<file path="config.mk">
export PLATFORM = sky130hd
export DESIGN_NAME = decode_stage_pipe_flat
export DESIGN_NICKNAME = d
export VERILOG_FILES = /design/src/rtl/decode_stage_pipe_if.sv /design/src/rtl/decode_stage_pipe.sv /design/src/flat_wrapper.sv
export SDC_FILE = /design/constraint.sdc
export NUM_CORES = 2
export LEC_CHECK = 0
export ABC_CLOCK_PERIOD_IN_PS = 6110
export CAP_MARGIN = 5
export CORE_MARGIN = 1.5
export CORE_UTILIZATION = 40
export DETAILED_ROUTE_END_ITERATION = 16
export GPL_TIMING_DRIVEN = 0
export PLACE_DENSITY = 0.59
export SYNTH_ARGS = -nofsm -noshare
export SYNTH_HDL_FRONTEND = slang
export SYNTH_SLANG_ARGS = --single-unit
</file>
<file path="constraint.sdc">
create_clock -name clk -period 6.11 [get_ports clk]
set_input_delay 1.222 -clock clk [delete_from_list [all_inputs] [get_ports clk]]
set_output_delay 1.222 -clock clk [all_outputs]
set_load 0.02 [all_outputs]
</file>
<file path="src/rtl/decode_stage_pipe_if.sv">
// Handshake and payload bundle between fetch, writeback, decode and execute.
// The slave modport is the decode stage; the master side drives it.
interface decode_stage_pipe_if #(
    parameter int DATA_WIDTH = 32,
    parameter int REG_ADDR_W = 5
) ();
    logic                  if_valid_i;
    logic [DATA_WIDTH-1:0] if_instr_i;
    logic [DATA_WIDTH-1:0] if_pc_i;
    logic                  id_ready_o;
    logic                  flush_i;
    logic                  wb_we_i;
    logic [REG_ADDR_W-1:0] wb_addr_i;
    logic [DATA_WIDTH-1:0] wb_data_i;
    logic                  ex_ready_i;
    logic                  ex_valid_o;
    logic [DATA_WIDTH-1:0] ex_pc_o;
    logic [DATA_WIDTH-1:0] ex_instr_o;
    logic [DATA_WIDTH-1:0] ex_rs1_data_o;
    logic [DATA_WIDTH-1:0] ex_rs2_data_o;
    logic [DATA_WIDTH-1:0] ex_imm_o;
    logic [REG_ADDR_W-1:0] ex_rs1_o;
    logic [REG_ADDR_W-1:0] ex_rs2_o;
    logic [REG_ADDR_W-1:0] ex_rd_o;
    logic                  ex_reg_write_o;
    logic                  ex_mem_read_o;
    logic                  ex_mem_write_o;
    logic                  ex_branch_o;
    logic                  ex_jump_o;
    logic                  ex_alu_src2_imm_o;

    modport slave (
        input  if_valid_i, if_instr_i, if_pc_i, flush_i,
        input  wb_we_i, wb_addr_i, wb_data_i, ex_ready_i,
        output id_ready_o, ex_valid_o, ex_pc_o, ex_instr_o,
        output ex_rs1_data_o, ex_rs2_data_o, ex_imm_o,
        output ex_rs1_o, ex_rs2_o, ex_rd_o,
        output ex_reg_write_o, ex_mem_read_o, ex_mem_write_o,
        output ex_branch_o, ex_jump_o, ex_alu_src2_imm_o
    );

    modport master (
        output if_valid_i, if_instr_i, if_pc_i, flush_i,
        output wb_we_i, wb_addr_i, wb_data_i, ex_ready_i,
        input  id_ready_o, ex_valid_o, ex_pc_o, ex_instr_o,
        input  ex_rs1_data_o, ex_rs2_data_o, ex_imm_o,
        input  ex_rs1_o, ex_rs2_o, ex_rd_o,
        input  ex_reg_write_o, ex_mem_read_o, ex_mem_write_o,
        input  ex_branch_o, ex_jump_o, ex_alu_src2_imm_o
    );
endinterface

</file>
<file path="src/rtl/decode_stage_pipe.sv">
// RV32I decode stage: register file, control/immediate decode, ID/EX register
// with valid/ready handshake, WB bypass, load-use stall and flush.
module decode_stage_pipe #(
    parameter int DATA_WIDTH = 32,
    parameter int NUM_REGS   = 32,
    parameter int REG_ADDR_W = 5,
    parameter bit WB_BYPASS  = 1'b1
) (
    input logic clk,
    input logic rst_n,
    decode_stage_pipe_if.slave bus
);
    typedef struct packed {
        logic reg_write;
        logic mem_read;
        logic mem_write;
        logic branch;
        logic jump;
        logic alu_src2_imm;
    } ctrl_t;

    localparam logic [6:0] OP_R     = 7'b0110011;
    localparam logic [6:0] OP_IALU  = 7'b0010011;
    localparam logic [6:0] OP_LOAD  = 7'b0000011;
    localparam logic [6:0] OP_STORE = 7'b0100011;
    localparam logic [6:0] OP_BR    = 7'b1100011;
    localparam logic [6:0] OP_JAL   = 7'b1101111;
    localparam logic [6:0] OP_JALR  = 7'b1100111;
    localparam logic [6:0] OP_LUI   = 7'b0110111;
    localparam logic [6:0] OP_AUIPC = 7'b0010111;

    logic [DATA_WIDTH-1:0] r_regs [NUM_REGS];

    logic                  r_valid;
    ctrl_t                 r_ctrl;
    logic [DATA_WIDTH-1:0] r_pc;
    logic [DATA_WIDTH-1:0] r_instr;
    logic [DATA_WIDTH-1:0] r_rs1_data;
    logic [DATA_WIDTH-1:0] r_rs2_data;
    logic [DATA_WIDTH-1:0] r_imm;
    logic [REG_ADDR_W-1:0] r_rs1;
    logic [REG_ADDR_W-1:0] r_rs2;
    logic [REG_ADDR_W-1:0] r_rd;

    logic [DATA_WIDTH-1:0] w_i;
    logic [6:0]            w_opcode;
    logic [REG_ADDR_W-1:0] w_rs1;
    logic [REG_ADDR_W-1:0] w_rs2;
    logic [REG_ADDR_W-1:0] w_rd;
    logic w_op_r, w_op_ialu, w_op_load, w_op_store;
    logic w_op_br, w_op_jal, w_op_jalr, w_op_u;
    logic [31:0] w_imm_i, w_imm_s, w_imm_b, w_imm_j, w_imm_u;
    logic [31:0] w_imm32;
    logic [DATA_WIDTH-1:0] w_imm;
    ctrl_t w_ctrl;
    logic  w_use1, w_use2;
    logic [DATA_WIDTH-1:0] w_rs1_data;
    logic [DATA_WIDTH-1:0] w_rs2_data;
    logic w_wb_hit;
    logic w_hazard, w_adv;

    assign w_i      = bus.if_instr_i;
    assign w_opcode = w_i[6:0];
    assign w_rs1    = w_i[15 +: REG_ADDR_W];
    assign w_rs2    = w_i[20 +: REG_ADDR_W];
    assign w_rd     = w_i[7 +: REG_ADDR_W];

    assign w_op_r     = (w_opcode == OP_R);
    assign w_op_ialu  = (w_opcode == OP_IALU);
    assign w_op_load  = (w_opcode == OP_LOAD);
    assign w_op_store = (w_opcode == OP_STORE);
    assign w_op_br    = (w_opcode == OP_BR);
    assign w_op_jal   = (w_opcode == OP_JAL);
    assign w_op_jalr  = (w_opcode == OP_JALR);
    assign w_op_u     = (w_opcode == OP_LUI) || (w_opcode == OP_AUIPC);

    assign w_imm_i = {{20{w_i[31]}}, w_i[31:20]};
    assign w_imm_s = {{20{w_i[31]}}, w_i[31:25], w_i[11:7]};
    assign w_imm_b = {{19{w_i[31]}}, w_i[31], w_i[7],
                      w_i[30:25], w_i[11:8], 1'b0};
    assign w_imm_j = {{11{w_i[31]}}, w_i[31], w_i[19:12],
                      w_i[20], w_i[30:21], 1'b0};
    assign w_imm_u = {w_i[31:12], 12'b0};

    always_comb begin
        w_ctrl  = '0;
        w_imm32 = '0;
        w_use1  = 1'b0;
        w_use2  = 1'b0;
        unique case (1'b1)
            w_op_r: begin
                w_ctrl.reg_write = 1'b1;
                w_use1 = 1'b1;
                w_use2 = 1'b1;
            end
            w_op_ialu: begin
                w_ctrl.reg_write    = 1'b1;
                w_ctrl.alu_src2_imm = 1'b1;
                w_imm32 = w_imm_i;
                w_use1  = 1'b1;
            end
            w_op_load: begin
                w_ctrl.reg_write    = 1'b1;
                w_ctrl.mem_read     = 1'b1;
                w_ctrl.alu_src2_imm = 1'b1;
                w_imm32 = w_imm_i;
                w_use1  = 1'b1;
            end
            w_op_store: begin
                w_ctrl.mem_write    = 1'b1;
                w_ctrl.alu_src2_imm = 1'b1;
                w_imm32 = w_imm_s;
                w_use1  = 1'b1;
                w_use2  = 1'b1;
            end
            w_op_br: begin
                w_ctrl.branch = 1'b1;
                w_imm32 = w_imm_b;
                w_use1  = 1'b1;
                w_use2  = 1'b1;
            end
            w_op_jal: begin
                w_ctrl.reg_write = 1'b1;
                w_ctrl.jump      = 1'b1;
                w_imm32 = w_imm_j;
            end
            w_op_jalr: begin
                w_ctrl.reg_write    = 1'b1;
                w_ctrl.jump         = 1'b1;
                w_ctrl.alu_src2_imm = 1'b1;
                w_imm32 = w_imm_i;
                w_use1  = 1'b1;
            end
            w_op_u: begin
                w_ctrl.reg_write    = 1'b1;
                w_ctrl.alu_src2_imm = 1'b1;
                w_imm32 = w_imm_u;
            end
            default: ;
        endcase
    end

    assign w_imm = DATA_WIDTH'($signed(w_imm32));

    assign w_wb_hit = bus.wb_we_i && (bus.wb_addr_i != '0);

    always_comb begin
        w_rs1_data = r_regs[w_rs1];
        if (w_rs1 == '0)
            w_rs1_data = '0;
        else if (WB_BYPASS && w_wb_hit && (bus.wb_addr_i == w_rs1))
            w_rs1_data = bus.wb_data_i;
    end

    always_comb begin
        w_rs2_data = r_regs[w_rs2];
        if (w_rs2 == '0)
            w_rs2_data = '0;
        else if (WB_BYPASS && w_wb_hit && (bus.wb_addr_i == w_rs2))
            w_rs2_data = bus.wb_data_i;
    end

    // Only a load sitting in ID/EX stalls; its data is not ready until WB.
    assign w_hazard = bus.if_valid_i && r_valid && r_ctrl.mem_read &&
                      (r_rd != '0) &&
                      ((w_use1 && (w_rs1 == r_rd)) ||
                       (w_use2 && (w_rs2 == r_rd)));
    assign w_adv = !r_valid || bus.ex_ready_i;

    assign bus.id_ready_o = w_adv && !w_hazard && !bus.flush_i;

    always_ff @(posedge clk or negedge rst_n) begin
        if (!rst_n) begin
            for (int k = 0; k < NUM_REGS; k++)
                r_regs[k] <= '0;
        end else if (w_wb_hit) begin
            r_regs[bus.wb_addr_i] <= bus.wb_data_i;
        end
    end

    always_ff @(posedge clk or negedge rst_n) begin
        if (!rst_n) begin
            r_valid    <= 1'b0;
            r_ctrl     <= '0;
            r_pc       <= '0;
            r_instr    <= '0;
            r_rs1_data <= '0;
            r_rs2_data <= '0;
            r_imm      <= '0;
            r_rs1      <= '0;
            r_rs2      <= '0;
            r_rd       <= '0;
        end else if (bus.flush_i) begin
            r_valid <= 1'b0;
            r_ctrl  <= '0;
        end else if (!w_adv) begin
            r_valid <= r_valid;
        end else if (w_hazard || !bus.if_valid_i) begin
            r_valid <= 1'b0;
            r_ctrl  <= '0;
        end else begin
            r_valid    <= 1'b1;
            r_ctrl     <= w_ctrl;
            r_pc       <= bus.if_pc_i;
            r_instr    <= w_i;
            r_rs1_data <= w_rs1_data;
            r_rs2_data <= w_rs2_data;
            r_imm      <= w_imm;
            r_rs1      <= w_rs1;
            r_rs2      <= w_rs2;
            r_rd       <= w_rd;
        end
    end

    assign bus.ex_valid_o        = r_valid;
    assign bus.ex_pc_o           = r_pc;
    assign bus.ex_instr_o        = r_instr;
    assign bus.ex_rs1_data_o     = r_rs1_data;
    assign bus.ex_rs2_data_o     = r_rs2_data;
    assign bus.ex_imm_o          = r_imm;
    assign bus.ex_rs1_o          = r_rs1;
    assign bus.ex_rs2_o          = r_rs2;
    assign bus.ex_rd_o           = r_rd;
    assign bus.ex_reg_write_o    = r_ctrl.reg_write;
    assign bus.ex_mem_read_o     = r_ctrl.mem_read;
    assign bus.ex_mem_write_o    = r_ctrl.mem_write;
    assign bus.ex_branch_o       = r_ctrl.branch;
    assign bus.ex_jump_o         = r_ctrl.jump;
    assign bus.ex_alu_src2_imm_o = r_ctrl.alu_src2_imm;
endmodule

</file>
<file path="src/flat_wrapper.sv">
// flat-port wrapper written by rule: the top's interface ports become plain ports
module decode_stage_pipe_flat 
#(
    parameter int DATA_WIDTH = 32,
    parameter int NUM_REGS   = 32,
    parameter int REG_ADDR_W = 5,
    parameter bit WB_BYPASS  = 1'b1
)
  (clk, rst_n, bus_if_valid_i, bus_if_instr_i, bus_if_pc_i, bus_flush_i, bus_wb_we_i, bus_wb_addr_i, bus_wb_data_i, bus_ex_ready_i, bus_id_ready_o, bus_ex_valid_o, bus_ex_pc_o, bus_ex_instr_o, bus_ex_rs1_data_o, bus_ex_rs2_data_o, bus_ex_imm_o, bus_ex_rs1_o, bus_ex_rs2_o, bus_ex_rd_o, bus_ex_reg_write_o, bus_ex_mem_read_o, bus_ex_mem_write_o, bus_ex_branch_o, bus_ex_jump_o, bus_ex_alu_src2_imm_o);
  decode_stage_pipe_if #(.DATA_WIDTH(DATA_WIDTH), .REG_ADDR_W(REG_ADDR_W)) bus_i ();
  input logic clk;
  input logic rst_n;
  input wire logic [$bits(bus_i.if_valid_i)-1:0] bus_if_valid_i;
  input wire logic [$bits(bus_i.if_instr_i)-1:0] bus_if_instr_i;
  input wire logic [$bits(bus_i.if_pc_i)-1:0] bus_if_pc_i;
  input wire logic [$bits(bus_i.flush_i)-1:0] bus_flush_i;
  input wire logic [$bits(bus_i.wb_we_i)-1:0] bus_wb_we_i;
  input wire logic [$bits(bus_i.wb_addr_i)-1:0] bus_wb_addr_i;
  input wire logic [$bits(bus_i.wb_data_i)-1:0] bus_wb_data_i;
  input wire logic [$bits(bus_i.ex_ready_i)-1:0] bus_ex_ready_i;
  output wire logic [$bits(bus_i.id_ready_o)-1:0] bus_id_ready_o;
  output wire logic [$bits(bus_i.ex_valid_o)-1:0] bus_ex_valid_o;
  output wire logic [$bits(bus_i.ex_pc_o)-1:0] bus_ex_pc_o;
  output wire logic [$bits(bus_i.ex_instr_o)-1:0] bus_ex_instr_o;
  output wire logic [$bits(bus_i.ex_rs1_data_o)-1:0] bus_ex_rs1_data_o;
  output wire logic [$bits(bus_i.ex_rs2_data_o)-1:0] bus_ex_rs2_data_o;
  output wire logic [$bits(bus_i.ex_imm_o)-1:0] bus_ex_imm_o;
  output wire logic [$bits(bus_i.ex_rs1_o)-1:0] bus_ex_rs1_o;
  output wire logic [$bits(bus_i.ex_rs2_o)-1:0] bus_ex_rs2_o;
  output wire logic [$bits(bus_i.ex_rd_o)-1:0] bus_ex_rd_o;
  output wire logic [$bits(bus_i.ex_reg_write_o)-1:0] bus_ex_reg_write_o;
  output wire logic [$bits(bus_i.ex_mem_read_o)-1:0] bus_ex_mem_read_o;
  output wire logic [$bits(bus_i.ex_mem_write_o)-1:0] bus_ex_mem_write_o;
  output wire logic [$bits(bus_i.ex_branch_o)-1:0] bus_ex_branch_o;
  output wire logic [$bits(bus_i.ex_jump_o)-1:0] bus_ex_jump_o;
  output wire logic [$bits(bus_i.ex_alu_src2_imm_o)-1:0] bus_ex_alu_src2_imm_o;
  assign bus_i.if_valid_i = bus_if_valid_i;
  assign bus_i.if_instr_i = bus_if_instr_i;
  assign bus_i.if_pc_i = bus_if_pc_i;
  assign bus_i.flush_i = bus_flush_i;
  assign bus_i.wb_we_i = bus_wb_we_i;
  assign bus_i.wb_addr_i = bus_wb_addr_i;
  assign bus_i.wb_data_i = bus_wb_data_i;
  assign bus_i.ex_ready_i = bus_ex_ready_i;
  assign bus_id_ready_o = bus_i.id_ready_o;
  assign bus_ex_valid_o = bus_i.ex_valid_o;
  assign bus_ex_pc_o = bus_i.ex_pc_o;
  assign bus_ex_instr_o = bus_i.ex_instr_o;
  assign bus_ex_rs1_data_o = bus_i.ex_rs1_data_o;
  assign bus_ex_rs2_data_o = bus_i.ex_rs2_data_o;
  assign bus_ex_imm_o = bus_i.ex_imm_o;
  assign bus_ex_rs1_o = bus_i.ex_rs1_o;
  assign bus_ex_rs2_o = bus_i.ex_rs2_o;
  assign bus_ex_rd_o = bus_i.ex_rd_o;
  assign bus_ex_reg_write_o = bus_i.ex_reg_write_o;
  assign bus_ex_mem_read_o = bus_i.ex_mem_read_o;
  assign bus_ex_mem_write_o = bus_i.ex_mem_write_o;
  assign bus_ex_branch_o = bus_i.ex_branch_o;
  assign bus_ex_jump_o = bus_i.ex_jump_o;
  assign bus_ex_alu_src2_imm_o = bus_i.ex_alu_src2_imm_o;
  decode_stage_pipe #(.DATA_WIDTH(DATA_WIDTH), .NUM_REGS(NUM_REGS), .REG_ADDR_W(REG_ADDR_W), .WB_BYPASS(WB_BYPASS)) u_core (.clk(clk), .rst_n(rst_n), .bus(bus_i));
endmodule
</file>
# [Word level (Yosys, flattened, before mapping)]
# Cells that the tools add are included.
[word_totals] regBits=1206 wordCells=129 output_inout_bits=183 in_bits=107
[op_classes] reduce_logical=32 mux=28 n_lt_le_gt_ge=4 n_eq_ne=13 n_bitwise=5
[ops] operator="$bwmux 1024" n=1
[ops] operator="$bmux 32 s5" n=2
[ops] operator="$mux 32" n=9
[ops] operator="$demux 32 s5" n=1
[ops] operator="$pmux 32 s5" n=1
[ops] operator="$eq 7x6->1 const B" n=3
[ops] operator="$eq 7x7->1 const B" n=3
[ops] operator="$eq 5x5->1" n=4
[ops] operator="$ge 6x6->1 const B" n=3
[ops] operator="$mux 6" n=3
[ops] operator="$not 5->6" n=3
[ops] operator="$eq 7x5->1 const B" n=2
[ops] operator="$logic_and 1x1->1" n=12
[ops] operator="$reduce_or 6->1" n=2
[ops] operator="$mux 1" n=11
[ops] operator="$logic_not 5->1" n=2
[ops] operator="$reduce_bool 5->1" n=2
[ops] operator="$eq 7x2->1 const B" n=1
[ops] operator="$lt 6x1->1 const B" n=1
[ops] operator="$reduce_or 3->1" n=2
[ops] operator="$reduce_or 5->1" n=1
[ops] operator="$logic_not 1->1" n=4
[ops] operator="$logic_or 1x1->1" n=4
[ops] operator="$reduce_and 3->1" n=1
[ops] operator="3 further kinds" n=4

# [Depth between registers and ports, before layout]
[depth] depth_word=10 ltp_mapped=11 ltp_nobuf=6

# [Least setup slack after synthesis]
# Ideal clock, no wire load.
[synth_path] path_kind="input to output" startpoint="input bus_if_instr_i[19]" endpoint="output bus_id_ready_o" t_arrival_ns=2.262 required_ns=4.888 path_buffers=1 slack_ns=2.626 stages=5 cell_sequence="buf_2 -> xor2_1 -> nor4_1 -> o2bb2a_4 -> o21a_1"
[synth_between] elab_chain_len=7
[synth_rtl] item="start, declared" line="flat_wrapper.sv:14" rtl="input wire logic [$bits(bus_i.if_instr_i)-1:0] bus_if_instr_i;"
[synth_rtl] item="$eq 5x5->1" line="decode_stage_pipe.sv:166" rtl="((w_use1 && (w_rs1 == r_rd)) ||"
[synth_rtl] item="$logic_and 1x1->1" line="decode_stage_pipe.sv:166"
[synth_rtl] item="$logic_or 1x1->1" line="decode_stage_pipe.sv:166"
[synth_rtl] item="$logic_and 1x1->1" line="decode_stage_pipe.sv:165" rtl="(r_rd != '0) &&"
[synth_rtl] item="$logic_not 1->1" line="decode_stage_pipe.sv:170" rtl="assign bus.id_ready_o = w_adv && !w_hazard && !bus.flush_i;"
[synth_rtl] item="$logic_and 1x1->1 (2 in series)" line="decode_stage_pipe.sv:170"
[synth_rtl] item="end, declared" line="flat_wrapper.sv:21" rtl="output wire logic [$bits(bus_i.id_ready_o)-1:0] bus_id_ready_o;"
# Every way passes these cells.

# [Final worst setup path]
[layout_path] startpoint="input bus_if_instr_i[17]" endpoint="register u_core.r_rs1_data[0] (netlist: u_core.bus.ex_rs1_data_o[0])"
[layout_between] elab_chain_len=7 word_cells_on_any_way=16 cone_classes="eq/ne: 2; mux: 5; bitwise: 2; reduce/logical: 7"
[layout_rtl] item="branches (longest 7 deep; another with $bmux 32 s5)"
[layout_rtl] item="end signal, assigned" line="decode_stage_pipe.sv:206" rtl="r_rs1_data <= w_rs1_data;"
[layout_rtl] item="end, declared" line="decode_stage_pipe.sv:38" rtl="logic [DATA_WIDTH-1:0] r_rs1_data;"
# Parallel ways; which one is timed is not known. The select of a mux whose other input is x is not followed.
# A chain may end at the register's enable or synchronous reset.

==> flow_summary_export.csv <==
group,metric,value,unit
floorplanning,fp.dieH,396,um
grt,grt_max_degree,171,
synthesis,synth-xor-area-share,0.284,%
power,ir_drop,290,uV
worst_setup_path,slowest_delay,1.22,ns
worst_setup_path,start_kind,"primary input",
synthesis,syn-mean-instance-area,14.0,um2
place,gp_congestion,1.01,
job,max_cap_violations,11,
cts,cts_made_buffers,138,
synthesis,synth_mux_area_share,38.8,%
floorplanning,fp-row-count,143,
timing,rsz0062_at_grt,"no",
worst_setup_path,critical_path.max_fanout,10,
power,p_leak,30.9,nW
synthesis,synthAdderAreaFrac,0,%
floorplanning,initial_core_util,40.4,%
synthesis,synth_flop_cell,"dfrtp_1",
cts,clock-sinks,1191,
timing,finalSetupTns,0,ns
cells_and_area,layout-drive-gt1-share,38.8,%
floorplanning,ios,290,
timing,slew_headroom,-7.28,%
drt,vias_per_cell,6.57,
synthesis,synth-edff-count,0,
cts,clockBufferDepth,3,
worst_setup_path,crit_required,6.84,ns
status,status,"finished with violations",
synthesis,post-synth-top-count-cell,"dfrtp_1",
grt,antenna_found_initial,13,
drt,drt-wirelength-per-cell,40.0,um
timing,setup_viol,0,
cells_and_area,utilization,47.3,%
cts,hold_buffers,0,
hold_path,hold_class,"primary input to asynchronous set/reset pin",
worst_setup_path,worstPathArrival,5.64,ns
synthesis,synth_compound_area_share,5.55,%
grt,grt_pass1_wl,378000,um
synthesis,synth-async-reset-ratio,100,%
synthesis,synthDistinctLibCells,62,
worst_setup_path,crit_type,"primary input to flip-flop",
synthesis,yosysWarnings,0,
floorplanning,die_w,396,um
status,violations,"capacitance limit, slew limit",
power,p_per_area,334,nW/um2
timing,hold_viol_final,0,
synthesis,ys_seq_area_share,48.4,%
worst_setup_path,cp_slowest_cell,"clkbuf_1",
cts,post_cts.repair.setup_buffers,0,
grt,grt_usage,35.4,%
synthesis,netlist_top_cells_count,"dfrtp_1, mux2_2, mux4_2",
drt,drcViolationCount,0,
synthesis,netlist.area_leader.share,48.4,%
drt,drtPass1Iterations,7,
synthesis,synth_top_area_cell,"dfrtp_1",
cts,cts_resized,0,
floorplanning,die-area,156000,um2
cells_and_area,final_nets,4948,
cells_and_area,area_growth,17.0,%
grt,overflow,0,
drt,drt_iter0_markers,5958,
place,dp_hpwl,186000,um
cts,cts_tree,"built",
cts,clk_latency,0.81,ns
worst_setup_path,r2r_cells,7,
cts,cts-root-buf,"clkbuf_16",
timing,max_freq,204,MHz
timing,worst_slew_pin_slew,1.61,ns
timing,finalCriticalPeriod,4.91,ns
synthesis,mappedNetlistArea,61600,um2
synthesis,synth.net_count,4498,
synthesis,synth.area.top_cells,"dfrtp_1, mux2_2, mux4_2",
worst_setup_path,end_kind,"flip-flop",
drt,totalWireLength,279000,um
drt,postRouteAntennaNets,0,
worst_setup_path,cp_common_cell,"buf_2",
synthesis,synth-simple-area-share,3.37,%
place,port_buffers,278,
cts,clk_pin_slew_worst_paths,0.06,ns
floorplanning,coreArea,152000,um2
worst_setup_path,crit_chain,"clkdlybuf4s50_1, buf_2, inv_1, buf_2, nand2_1, clkbuf_1, o2111ai_1, a21oi_1, a221o_1",
synthesis,ys_seq_elements,1191,
drt,vias,45894,
timing,period_share,80.3,%
synthesis,netlist_instances,4391,
timing,drv_slew,109,
power,fin_total_pwr,24.1,mW
timing,fin_skew,0.0326,ns
synthesis,synth_top_family_by_area,"multiplexers",
cts,h-tree-depth,4,
grt,grt_pass1_vias,45295,
## logic make-up (layout without fill, tap and decap cells)
kind of cell	Yosys count	count (layout)
other	0	11
muxes	1781	1781
and+or+nand+nor	439	439
AOI/OAI and AO/OA	473	473
xor gates and xnor gates	20	20
buffers and inverters	487	1037
DFF	1191	1191
## path summary, 6_finish.rpt
check                                      startpoint  slack [ns]                            to
worst max-delay path               bus_if_instr_i[17]        1.20   u_core.bus.ex_rs1_data_o[0]
worst min-delay path                            rst_n        0.32       u_core.bus.ex_imm_o[18]
worst max register to register  u_core.bus.ex_rd_o[2]        2.86  u_core.bus.ex_rs1_data_o[29]
worst min register to register     u_core.r_regs[998]        0.47            u_core.r_regs[998]
max in group asynchronous                       rst_n        3.00            u_core.r_regs[232]
min in group clk                   u_core.r_regs[998]        0.47            u_core.r_regs[998]
## flip-flops by register name (all words and copies together), names as in the netlist
register and cells:
u_core.r_regs 1024, u_core.bus.ex_imm_o 32, u_core.bus.ex_pc_o 32, u_core.bus.ex_rs1_data_o 32, u_core.bus.ex_rs2_data_o 32, u_core.bus.ex_instr_o 20
u_core.bus.ex_rd_o 4, u_core.bus.ex_rs1_o 4, u_core.bus.ex_rs2_o 4, u_core.bus.ex_alu_src2_imm_o 1, u_core.bus.ex_branch_o 1, u_core.bus.ex_jump_o 1
u_core.bus.ex_mem_read_o 1, u_core.bus.ex_mem_write_o 1, u_core.bus.ex_reg_write_o 1, u_core.bus.ex_valid_o 1
## metrics by stage
step                      cells  hold WS, ns  area (um2)  setup slack (ns)
final                      6982        0.316       72100              1.20
after global routing       6971        0.354       72100              1.35
after CTS                  6968        0.329       72000              1.40
after detailed placement   6728        0.464       67600             0.763
after global placement     6699        0.452       67000            -52.33
after floorplan            4391        0.441       61600              2.63
## where the power goes
part / total, mW / switching, mW / internal (mW)
Combinational: 5.31 / 2.51 / 2.80
Clock: 8.35 / 3.55 / 4.81
Sequential: 10.4 / 1.10 / 9.35
Total: 24.1 / 7.16 / 17.0
## critical path, delay by kind of cell
family / cells / cell delay, ns
buffers and inverters: 5 / 2.62
AND/OR/NAND/NOR: 1 / 0.57
AO/OA/AOI/OAI: 3 / 1.19
## area by class of cell
type                       count  area [um2]
sequential                  1191       29800
fill                       13680       80300
multi-input combinational   2713       29600
tap                         2030        2540
antenna                       11        27.5
clock inverter                27         292
clock buffer                 213        4130
timing repair buffer         310        3430
buffer                       485        2300
inverter                       2        7.51
## routing by layer
layer | share of wire, % | vias up | GRT usage (%)
met4 | 8.2 | 10 | 24.2
met1 | 37 | 24184 | 43.6
met2 | 42 | 3255 | 50.6
met5 | 0.029 | - | 0
met3 | 13 | 929 | 14.2
li1 | - | 17516 | -
## cell usage in the layout, fill, tap and decap left out, types with 28 or more instances in the layout
| master | n |
|---|---|
| mux4_2 | 378 |
| clkbuf_2 | 28 |
| buf_2 | 112 |
| buf_4 | 48 |
| o2111ai_1 | 38 |
| a221o_1 | 55 |
| clkdlybuf4s50_1 | 277 |
| buf_1 | 36 |
| nand3_1 | 35 |
| o21ai_0 | 42 |
| a21oi_1 | 65 |
| clkbuf_8 | 31 |
| o22ai_1 | 72 |
| nor2_1 | 112 |
| dfrtp_1 | 1191 |
| nand2_1 | 162 |
| clkbuf_16 | 142 |
| clkbuf_1 | 285 |
| a22oi_1 | 120 |
| mux2_2 | 1084 |
| and2_1 | 52 |
| mux2i_1 | 315 |
Note: power is estimated with default switching activity, not from simulation.
